`src/rtl/byte_sequencer.sv`:
```
// Byte-to-word load sequencer: packs accepted bytes little-endian into a
// downstream 32-bit word buffer, one word at a time, for a burst of 2**IDX_W words.
module byte_sequencer #(
   parameter int IDX_W = 4
) (
   input  logic             i_clk,
   input  logic             i_rst,
   input  logic             i_start,
   input  logic [7:0]       i_data,
   input  logic             i_valid,
   output logic             o_ready,
   output logic [7:0]       o_byte,
   output logic [1:0]       o_address,
   output logic             o_wr,
   output logic             o_word_valid,
   output logic [IDX_W-1:0] o_word_index,
   input  logic             i_word_ack,
   output logic             o_done
);

   typedef enum logic [1:0] {IDLE, FILL, HOLD, DONE} state_t;

   state_t           state_q, state_d;
   logic [1:0]       lane_q, lane_d;
   logic [IDX_W-1:0] idx_q, idx_d;
   logic [7:0]       byte_q, byte_d;
   logic [1:0]       addr_q, addr_d;
   logic             wr_q, wr_d;
   logic             wv_q, wv_d;

   logic accept, ack, last_word, start_ok;

   assign accept    = i_valid & o_ready;
   // An ack only counts once the consumer has actually been shown the word.
   assign ack       = i_word_ack & wv_q & (state_q == HOLD);
   assign last_word = &idx_q;
   assign start_ok  = i_start & ((state_q == IDLE) | (state_q == DONE));

   always_ff @(posedge i_clk or posedge i_rst) begin
      if (i_rst) state_q <= IDLE;
      else       state_q <= state_d;
   end

   always_comb begin
      state_d = state_q;
      case (state_q)
         IDLE, DONE: if (i_start) state_d = FILL;
         FILL:       if (accept && lane_q == 2'd3) state_d = HOLD;
         HOLD:       if (ack) state_d = last_word ? DONE : FILL;
         default:    state_d = IDLE;
      endcase
   end

   always_comb begin
      o_ready = (state_q == FILL);
      o_done  = (state_q == DONE);
   end

   always_comb begin
      lane_d = lane_q;
      idx_d  = idx_q;
      byte_d = byte_q;
      addr_d = addr_q;
      wr_d   = 1'b0;
      // Rises the cycle after the lane-3 strobe, drops on the accepting ack.
      wv_d   = (state_q == HOLD) & ~ack;
      if (accept) begin
         byte_d = i_data;
         addr_d = lane_q;
         wr_d   = 1'b1;
         lane_d = lane_q + 2'd1;
      end
      if (start_ok) begin
         lane_d = '0;
         idx_d  = '0;
      end
      if (ack && !last_word) begin
         idx_d  = idx_q + IDX_W'(1);
         lane_d = '0;
      end
   end

   always_ff @(posedge i_clk or posedge i_rst) begin
      if (i_rst) begin
         lane_q <= '0;
         idx_q  <= '0;
         byte_q <= '0;
         addr_q <= '0;
         wr_q   <= 1'b0;
         wv_q   <= 1'b0;
      end else begin
         lane_q <= lane_d;
         idx_q  <= idx_d;
         byte_q <= byte_d;
         addr_q <= addr_d;
         wr_q   <= wr_d;
         wv_q   <= wv_d;
      end
   end

   assign o_byte       = byte_q;
   assign o_address    = addr_q;
   assign o_wr         = wr_q;
   assign o_word_valid = wv_q;
   assign o_word_index = idx_q;

endmodule

```
`config.mk`:
```
export PLATFORM = sky130hd
export DESIGN_NAME = byte_sequencer
export DESIGN_NICKNAME = d
export VERILOG_FILES = /design/src/rtl/byte_sequencer.sv
export SDC_FILE = /design/constraint.sdc
export NUM_CORES = 1
export LEC_CHECK = 0
export ABC_CLOCK_PERIOD_IN_PS = 4000
export CAP_MARGIN = 10
export CORE_UTILIZATION = 48
export DETAILED_ROUTE_END_ITERATION = 10
export HOLD_SLACK_MARGIN = 0.1
export PLACE_DENSITY = 0.83
export SLEW_MARGIN = 5
export SYNTH_ARGS = -nofsm -noshare
export SYNTH_HDL_FRONTEND = slang
export SYNTH_SLANG_ARGS = --single-unit
export TNS_END_PERCENT = 5
```
`constraint.sdc`:
```
create_clock -name i_clk -period 4 [get_ports i_clk]
set_clock_uncertainty 0.1 [all_clocks]
set_input_delay 0.4 -clock i_clk [delete_from_list [all_inputs] [get_ports i_clk]]
set_output_delay 0.4 -clock i_clk [all_outputs]
set_load 0.1 [all_outputs]
```
==> results of run 1 <==
## registers in the layout, indices dropped and copies added (netlist names)
name and cells:
lane_q 2, o_address 2, o_byte 8, o_word_index 4, o_word_valid 1, o_wr 1
state_q 2
## cells in the final DEF, fill, tap and decap left out
cell type        synthesis  layout
bufinv_16                0       1
mux2_2                   3       3
xor2_1                   2       2
a21oi_1                  2       2
o21a_1                   1       1
mux2_4                   7       7
nor2_1                   2       2
and3_1                   1       1
mux2i_1                  4       4
a221oi_4                 1       1
nand3_1                  3       3
a21boi_2                 1       1
clkbuf_4                 0       3
ha_1                     5       5
dfrtp_1                 20      20
nand2_4                  1       1
nand2_1                  5       5
o21ai_0                  1       1
clkdlybuf4s50_1          0      30
or2_1                    1       1
mux2_1                   1       1
inv_1                    6       6
a41oi_1                  2       2
## area by class of cell
| class | count | area (µm²) |
|---|---|---|
| inverter | 6 | 22.5 |
| fill | 136 | 463 |
| sequential | 20 | 500 |
| clock buffer | 3 | 22.5 |
| tap | 25 | 31.3 |
| clock inverter | 1 | 30.0 |
| timing repair buffer | 30 | 300 |
| multi-input combinational | 43 | 413 |
## worst max-delay path: cells and delay by family (launching register included)
family                   cells  cell delay (ns)
buffers and inverters        2             1.27
flip-flops                   1             0.43
adder cells (fa/ha/maj)      1             0.34
## per-layer routing
layer	vias to the layer above	global-route usage, %	part of all wire, %
li1	310	-	-
met1	327	26.1	47
met2	20	33.1	50
met3	0	5.49	3.0
met4	0	5.29	0
met5	-	0	0
## per-stage QoR
step	setup slack, ns	instances	util (%)
final	1.17	128	74.0
after global routing	1.08	128	74.0
after CTS	1.16	128	74.0
after detailed placement	1.51	124	71.1
after global placement	1.54	124	71.1
after floorplan	1.80	70	-
## how the worst min path moves through the flow
stage | depth (start not counted) | slack, ns | endpoint
after floorplan | 1 | 0.26 | lane_q[0]$_DFFE_PP0P_
after global placement | 1 | 0.39 | o_byte[5]$_DFFE_PP0P_
after detailed placement | 1 | 0.39 | o_address[1]$_DFFE_PP0P_
after CTS | 2 | 0.43 | o_word_index[1]$_DFFE_PP0P_
after global routing | 1 | 0.44 | o_byte[5]$_DFFE_PP0P_
final | 2 | 0.40 | o_byte[0]$_DFFE_PP0P_
## logic make-up (layout without fill, tap and decap cells)
| family | Yosys count | in the layout |
|---|---|---|
| compound gates | 8 | 8 |
| xor+xnor | 2 | 2 |
| fa+ha+maj | 5 | 5 |
| buf+inv | 7 | 40 |
| flops | 20 | 20 |
| mux | 15 | 15 |
| simple gates | 13 | 13 |
==> flow_summary.json, run 1 <==
{
  "cts.path.max_buffers": 2,
  "crit_type": "flip-flop to primary output",
  "yosys.area_share.simple_pct": 6.87,
  "reg2reg_slack_ns": 2.27,
  "synth_top_family_by_area": "multiplexers",
  "cts_tree": "built",
  "hpwl_um": 1330,
  "cp.arrival_ns": 2.33,
  "grt_pass1_vias": 688,
  "hold_ws_ns": 0.405,
  "fin_area_um2": 1320,
  "required_ns": 3.50,
  "vias_per_cell": 5.13,
  "startpoint": "state_q[1]$_DFFE_PP0P_",
  "synth_xor_area_share_pct": 1.85,
  "synth_compound_gate_area_share_pct": 8.19,
  "synthArstFlopShare_pct": 100,
  "yosys.area_share.adder_pct": 6.61,
  "synthCells": 70,
  "finalHoldViolCount": 0,
  "synth.top_cell.area_share_pct": 52.8,
  "hold_buffers": 0,
  "grt_first_pass_wirelength_um": 3080,
  "io_pins": 31,
  "cts_resized": 0,
  "insertion_delay_ns": 0.30,
  "synthesis.nets": 88,
  "worstSetupEndpointType": "primary output",
  "timing.final.crit_share_pct": 70.8,
  "maxSlewHeadroom_pct": 34.7,
  "synthTopCellsByCount": "dfrtp_1 (20), mux2_4 (7), inv_1 (6)",
  "setup.worst_path.start_class": "flip-flop",
  "routedWlPerCell_um": 13.6,
  "core_area_um2": 1780,
  "antenna_cells": 0,
  "grt_max_degree": 21,
  "worstPathMaxFanout": 6,
  "nNetsFinal": 122,
  "status": "complete, no violations",
  "dieArea_um2": 2150,
  "min_period_ns": 2.83,
  "initial_core_util_pct": 53.1,
  "crit_chain": "inv_1 -> ha_1 -> clkdlybuf4s50_1",
  "drc": 0,
  "synthesis.area_um2": 947,
  "clock_sinks": 20,
  "yosys_warnings": 0,
  "io_buffers": 30,
  "drive_above_1_share_pct": 16.5,
  "yosysTopAreaCell": "dfrtp_1",
  "crit_end": "o_ready",
  "synth.ff_latch_count": 20,
  "fin_setup_tns_ns": 0,
  "vias": 657,
  "dr.first_iter.drc_count": 3,
  "r2r_cells": 4,
  "max-cap-violations": 0,
  "die_w_um": 46.4,
  "post-cts-setup-buffers": 0,
  "clk_pin_slew_ns": 0.12,
  "antenna_found_initial": 0,
  "cts-htree-levels": 1,
  "grt_usage_pct": 20.2,
  "synth_edf_count": 0,
  "rows": 15,
  "critical_path.reg2reg.endpoint": "state_q[1]$_DFFE_PP0P_",
  "area_growth_pct": 39.4,
  "die_y_um": 46.4,
  "synth_cell_type_count": 21,
  "finalSetupViolCount": 0,
  "cts_buffers": 3,
  "timing.critical_path.slowest_stage_cell": "clkdlybuf4s50_1",
  "yosys-top-cells-area": "dfrtp_1 (53%), mux2_4 (11%), ha_1 (6.6%)",
  "drt_wl_total_um": 1740,
  "synth-seq-area-share_pct": 52.8,
  "hold_path_class": "input pin to asynchronous set/reset pin",
  "gp_congestion": 0.816,
  "gr-total-overflow": 0,
  "dpl-instance-area_um2": 1270,
  "synth-main-ff-cell": "dfrtp_1",
  "timing.rr.start": "state_q[0]$_DFFE_PP0P_",
  "syn_avg_cell_area_um2": 13.5,
  "slowest_delay_ns": 1.20,
  "root_buffer": "clkbuf_4",
  "synth_most_common_cell": "dfrtp_1",
  "postRouteAntennaNets": 0,
  "synthMuxAreaShare_pct": 20.1,
  "grt_setup_unrepaired": "no",
  "slew_viol_final": 0,
  "dr.pass1.iters": 2,
  "fmax_mhz": 353,
  "max_slew.worst_pin.slew_ns": 0.977
}
Power of run 1 is not shown: default switching activity piles up to over one toggle a cycle in this logic, so the estimate is an artifact.
==> inputs of run 2 (changes only) <==
--- a/config.mk
+++ b/config.mk
@@ -5,12 +5,12 @@
 export SDC_FILE = /design/constraint.sdc
 export NUM_CORES = 1
 export LEC_CHECK = 0
-export ABC_CLOCK_PERIOD_IN_PS = 4000
+export ABC_CLOCK_PERIOD_IN_PS = 2600
 export CAP_MARGIN = 10
-export CORE_UTILIZATION = 48
+export CORE_UTILIZATION = 40
 export DETAILED_ROUTE_END_ITERATION = 10
 export HOLD_SLACK_MARGIN = 0.1
-export PLACE_DENSITY = 0.83
+export PLACE_DENSITY = 0.74
 export SLEW_MARGIN = 5
 export SYNTH_ARGS = -nofsm -noshare
 export SYNTH_HDL_FRONTEND = slang
==> constraint.sdc (replaced) <==
create_clock -name i_clk -period 2.6 [get_ports i_clk]
set_clock_uncertainty 0.1 [all_clocks]
set_input_delay 0.26 -clock i_clk [delete_from_list [all_inputs] [get_ports i_clk]]
set_output_delay 0.26 -clock i_clk [all_outputs]
set_load 0.1 [all_outputs]
==> run 2 against run 1 <==
Against the previous run:
- die area up 19%
- non-clock buffer count stayed put
- final cell count increased by 1.6%
- core utilization down 18 points
- critical path type unchanged
- critical endpoint unchanged
==> flow_summary.json, run 2 (synthesized netlist as in run 1, its figures left out) <==
{
  "io_pins": 31,
  "status": "complete, no violations",
  "min_period_ns": 1.86,
  "vias": 657,
  "max-cap-violations": 0,
  "fmax_mhz": 537,
  "cts-htree-levels": 1,
  "cts_tree": "built",
  "timing.critical_path.slowest_stage_cell": "dfrtp_1",
  "hold_buffers": 0,
  "gp_congestion": 0.779,
  "drive_above_1_share_pct": 33.3,
  "critPathTopFamily": "flip-flops",
  "hold_path_class": "input pin to asynchronous set/reset pin",
  "cts.path.max_buffers": 2,
  "antenna_found_initial": 0,
  "wl_met2_um": 850,
  "grt_max_degree": 21,
  "dr.first_iter.drc_count": 4,
  "dieArea_um2": 2570,
  "reg2reg_slack_ns": 0.87,
  "antenna_cells": 0,
  "io_buffers": 30,
  "max_slew.worst_pin.slew_ns": 0.747,
  "wl_met3_um": 82,
  "setup.worst_path.start_class": "flip-flop",
  "cp.arrival_ns": 1.50,
  "fin_setup_tns_ns": 0,
  "slowest_delay_ns": 0.44,
  "finalHoldViolCount": 0,
  "rows": 17,
  "timing.rr.start": "state_q[0]$_DFFE_PP0P_",
  "critical_path.reg2reg.endpoint": "state_q[1]$_DFFE_PP0P_",
  "dpl-instance-area_um2": 1230,
  "required_ns": 2.24,
  "routedWlPerCell_um": 13.4,
  "crit_buf_inv": 2,
  "grt_setup_unrepaired": "no",
  "die_y_um": 50.7,
  "vias_per_cell": 5.05,
  "finalSetupViolCount": 0,
  "initial_core_util_pct": 42.8,
  "clock_sinks": 20,
  "r2r_cells": 4,
  "clk_pin_slew_ns": 0.11,
  "cts_buffers": 3,
  "grt_pass1_vias": 649,
  "insertion_delay_ns": 0.30,
  "post-cts-setup-buffers": 0,
  "gr-total-overflow": 0,
  "final_cell_mix": "dfrtp_1 (20), buf_4 (18), clkdlybuf4s50_1 (12)",
  "crit_type": "flip-flop to primary output",
  "largest_reg_flops": 8,
  "root_buffer": "clkbuf_4",
  "fin_area_um2": 1250,
  "final_common_cell": "dfrtp_1",
  "grt_first_pass_wirelength_um": 2880,
  "timing.final.crit_share_pct": 71.7,
  "area_growth_pct": 31.8,
  "met1_length_um": 773,
  "slew_viol_final": 0,
  "worstSetupEndpointType": "primary output",
  "hpwl_um": 1350,
  "drc": 0,
  "die_w_um": 50.7,
  "nNetsFinal": 122,
  "dr.pass1.iters": 4,
  "drt_wl_total_um": 1740,
  "grt_usage_pct": 15.7,
  "top_layer": "met4",
  "maxSlewHeadroom_pct": 50.2,
  "fillers": 215,
  "cts_resized": 0,
  "crit_chain": "inv_1 -> ha_1 -> buf_4",
  "worstPathMaxFanout": 6,
  "core_area_um2": 2210,
  "postRouteAntennaNets": 0
}
-- run 2: cell types whose count changed in the layout (fill, tap and decap cells not counted) --
cell             previous run  this run
buf_4                       0        18
bufinv_16                   1         0
clkdlybuf4s50_1            30        12
-- run 2: worst reg2reg max path: stages, from the launching register on --
cell and delay, ns:
dfrtp_1 0.39, inv_1 0.07, ha_1 0.36, a221oi_4 0.34, mux2_1 0.36
-- run 2: how the worst max path moves through the flow --
stage	depth (start not counted)	from	endpoint	slack [ns]
4_1_cts	3	state_q[1]$_DFFE_PP0P_	o_ready	0.72
3_3_place_gp	4	i_valid	state_q[1]$_DFFE_PP0P_	0.86
6_report	3	state_q[1]$_DFFE_PP0P_	o_ready	0.74
2_1_floorplan	5	state_q[1]$_DFFE_PP0P_	o_address[0]$_DFFE_PP0P_	0.40
3_5_place_dp	4	i_valid	state_q[1]$_DFFE_PP0P_	0.80
5_1_grt	3	state_q[1]$_DFFE_PP0P_	o_ready	0.67
-- run 2: final cells by class --
cell class / count / area [µm²] / share of cell area (%)
sequential: 20 / 500 / 40.1
multi-input combinational: 43 / 413 / 33.1
timing repair buffer: 30 / 255 / 20.4
tap: 28 / 35.0 / 2.81
clock buffer: 3 / 22.5 / 1.80
inverter: 6 / 22.5 / 1.80
-- run 2: stage by stage --
stage / util (%) / setup WS, ns / cells / hold slack [ns]
after CTS: 56.4 / 0.719 / 130 / 0.317
after global placement: 55.4 / 0.865 / 127 / 0.395
after detailed placement: 55.4 / 0.805 / 127 / 0.396
final: 56.4 / 0.736 / 130 / 0.285
after global routing: 56.4 / 0.673 / 130 / 0.354
after floorplan: - / 0.398 / 70 / 0.124
-- run 2: metal layers --
| metal | GRT usage, % | up-vias |
|---|---|---|
| li1 | - | 308 |
| met1 | 19.8 | 325 |
| met2 | 23.8 | 20 |
| met3 | 3.33 | 4 |
| met4 | 11.1 | 0 |
| met5 | 0 | - |
Power of run 2 is left out for the same reason.
==> inputs of run 3 (changes only) <==
--- a/config.mk
+++ b/config.mk
@@ -5,7 +5,7 @@
 export SDC_FILE = /design/constraint.sdc
 export NUM_CORES = 1
 export LEC_CHECK = 0
-export ABC_CLOCK_PERIOD_IN_PS = 2600
+export ABC_CLOCK_PERIOD_IN_PS = 1500
 export CAP_MARGIN = 10
 export CORE_UTILIZATION = 40
 export DETAILED_ROUTE_END_ITERATION = 10
==> constraint.sdc (replaced) <==
create_clock -name i_clk -period 1.5 [get_ports i_clk]
set_clock_uncertainty 0.1 [all_clocks]
set_input_delay 0.15 -clock i_clk [delete_from_list [all_inputs] [get_ports i_clk]]
set_output_delay 0.15 -clock i_clk [all_outputs]
set_load 0.1 [all_outputs]
==> run 3 against run 2 <==
Against the previous run:
- the flow now finishes with violations (setup timing)
- die area stayed put
- global-route usage is 3.6 points higher
- via count is 7.3% higher
- final cell count is 11% higher
- non-clock buffer count is 13 higher
- first-iteration DRC count stayed put
- critical endpoint unchanged
==> flow_summary.json, run 3 (synthesized netlist as in run 1, its figures left out) <==
{
  "final_cell_mix": "buf_12 (18), dfrtp_1 (14), clkdlybuf4s50_1 (12)",
  "max_slew.worst_pin.slew_ns": 0.329,
  "drt_wl_total_um": 2090,
  "initial_core_util_pct": 42.8,
  "vias": 705,
  "violations": "setup timing",
  "maxSlewHeadroom_pct": 78.0,
  "grt_pass1_vias": 738,
  "gr-total-overflow": 0,
  "antenna_found_initial": 0,
  "worstSetupEndpointType": "primary output",
  "grt_usage_pct": 19.3,
  "placedCellCount": 138,
  "clock_sinks": 20,
  "hpwl_um": 1550,
  "fin_area_um2": 1700,
  "hold_path_class": "input pin to flip-flop",
  "cts_tree": "built",
  "worstPathMaxFanout": 5,
  "setup.worst_path.start_class": "flip-flop",
  "final_common_cell": "buf_12",
  "cts_buffers": 3,
  "required_ns": 1.25,
  "grt_setup_unrepaired": "yes",
  "dieArea_um2": 2570,
  "fin_cells": 144,
  "grt_first_pass_wirelength_um": 3520,
  "die_y_um": 50.7,
  "hold_ws_ns": 0.338,
  "dr.pass1.iters": 3,
  "min_period_ns": 1.59,
  "largest_reg_flops": 8,
  "crit_type": "flip-flop to primary output",
  "slew_viol_final": 0,
  "gp_congestion": 0.764,
  "cts.path.max_buffers": 2,
  "drc": 0,
  "cp.arrival_ns": 1.34,
  "nNetsFinal": 135,
  "postRouteAntennaNets": 0,
  "insertion_delay_ns": 0.31,
  "finalSetupViolCount": 7,
  "fillers": 141,
  "timing.final.crit_share_pct": 106,
  "drive_above_1_share_pct": 55.2,
  "core_area_um2": 2210,
  "rows": 17,
  "fmax_mhz": 628,
  "status": "finished, violations left",
  "routedWlPerCell_um": 14.5,
  "finalHoldViolCount": 0,
  "antenna_cells": 0,
  "cts-htree-levels": 1,
  "fin_setup_tns_ns": -0.221,
  "grt_max_degree": 14,
  "io_pins": 31,
  "clk_pin_slew_ns": 0.12,
  "io_buffers": 30,
  "vias_per_cell": 4.90,
  "area_growth_pct": 79.0,
  "dr.first_iter.drc_count": 4,
  "setup_slack_ns": -0.0919,
  "dpl-instance-area_um2": 1580,
  "die_w_um": 50.7,
  "max-cap-violations": 0,
  "root_buffer": "clkbuf_4"
}
## run 3: worst paths after layout
kind / slack [ns] / from / endpoint / cells after the start
min: 0.34 / i_data[6] / o_byte[6]$_DFFE_PP0P_ / 2
max in group asynchronous: 0.28 / i_rst / lane_q[1]$_DFFE_PP0P_ / 4
min in group asynchronous: 0.55 / i_rst / o_word_index[0]$_DFFE_PP0P_ / 3
max: -0.09 / state_q[0]$_DFFE_PP0P_ / o_ready / 4
max reg2reg: -0.07 / state_q[0]$_DFFE_PP0P_ / state_q[1]$_DFFE_PP0P_ / 4
min reg2reg: 0.48 / lane_q[1]$_DFFE_PP0P_ / o_address[1]$_DFFE_PP0P_ / 1
## run 3: per-stage QoR
step | utilization, % | setup slack (ns)
2_1_floorplan | - | -0.127
3_3_place_gp | 71.5 | -0.0378
3_5_place_dp | 71.5 | -0.0618
4_1_cts | 75.2 | -0.113
5_1_grt | 76.6 | -0.139
6_report | 76.6 | -0.0919
## run 3: what timing repair did
item	4_1_cts	5_1_grt
buffers inserted	1	0
setup endpoints to repair	11	18
pin swaps	1	1
gates resized for setup	4	7
hold buffers	1	0
endpoints found under the hold margin	7	0
## run 3: cell type report
cell class | count | area [µm²] | share of cell area (%)
tap | 28 | 35.0 | 2.07
clock inverter | 1 | 30.0 | 1.77
timing repair buffer | 43 | 588 | 34.7
multi-input combinational | 43 | 484 | 28.6
clock buffer | 3 | 22.5 | 1.33
sequential | 20 | 513 | 30.3
inverter | 6 | 22.5 | 1.33
## run 3: worst max-delay path, stage by stage (launching register included)
cell and delay [ns]:
dfrtp_1 0.42, buf_6 0.13, ha_4 0.19, buf_6 0.13, buf_12 0.15
## run 3: routing by layer
metal | track usage, % | part of all wire (%) | vias up
met5 | 0 | 0 | -
met4 | 12.0 | 2.3 | 0
met3 | 4.55 | 4.9 | 5
met2 | 30.9 | 49 | 22
met1 | 23.3 | 44 | 346
li1 | - | - | 332
Power of run 3 is left out for the same reason.
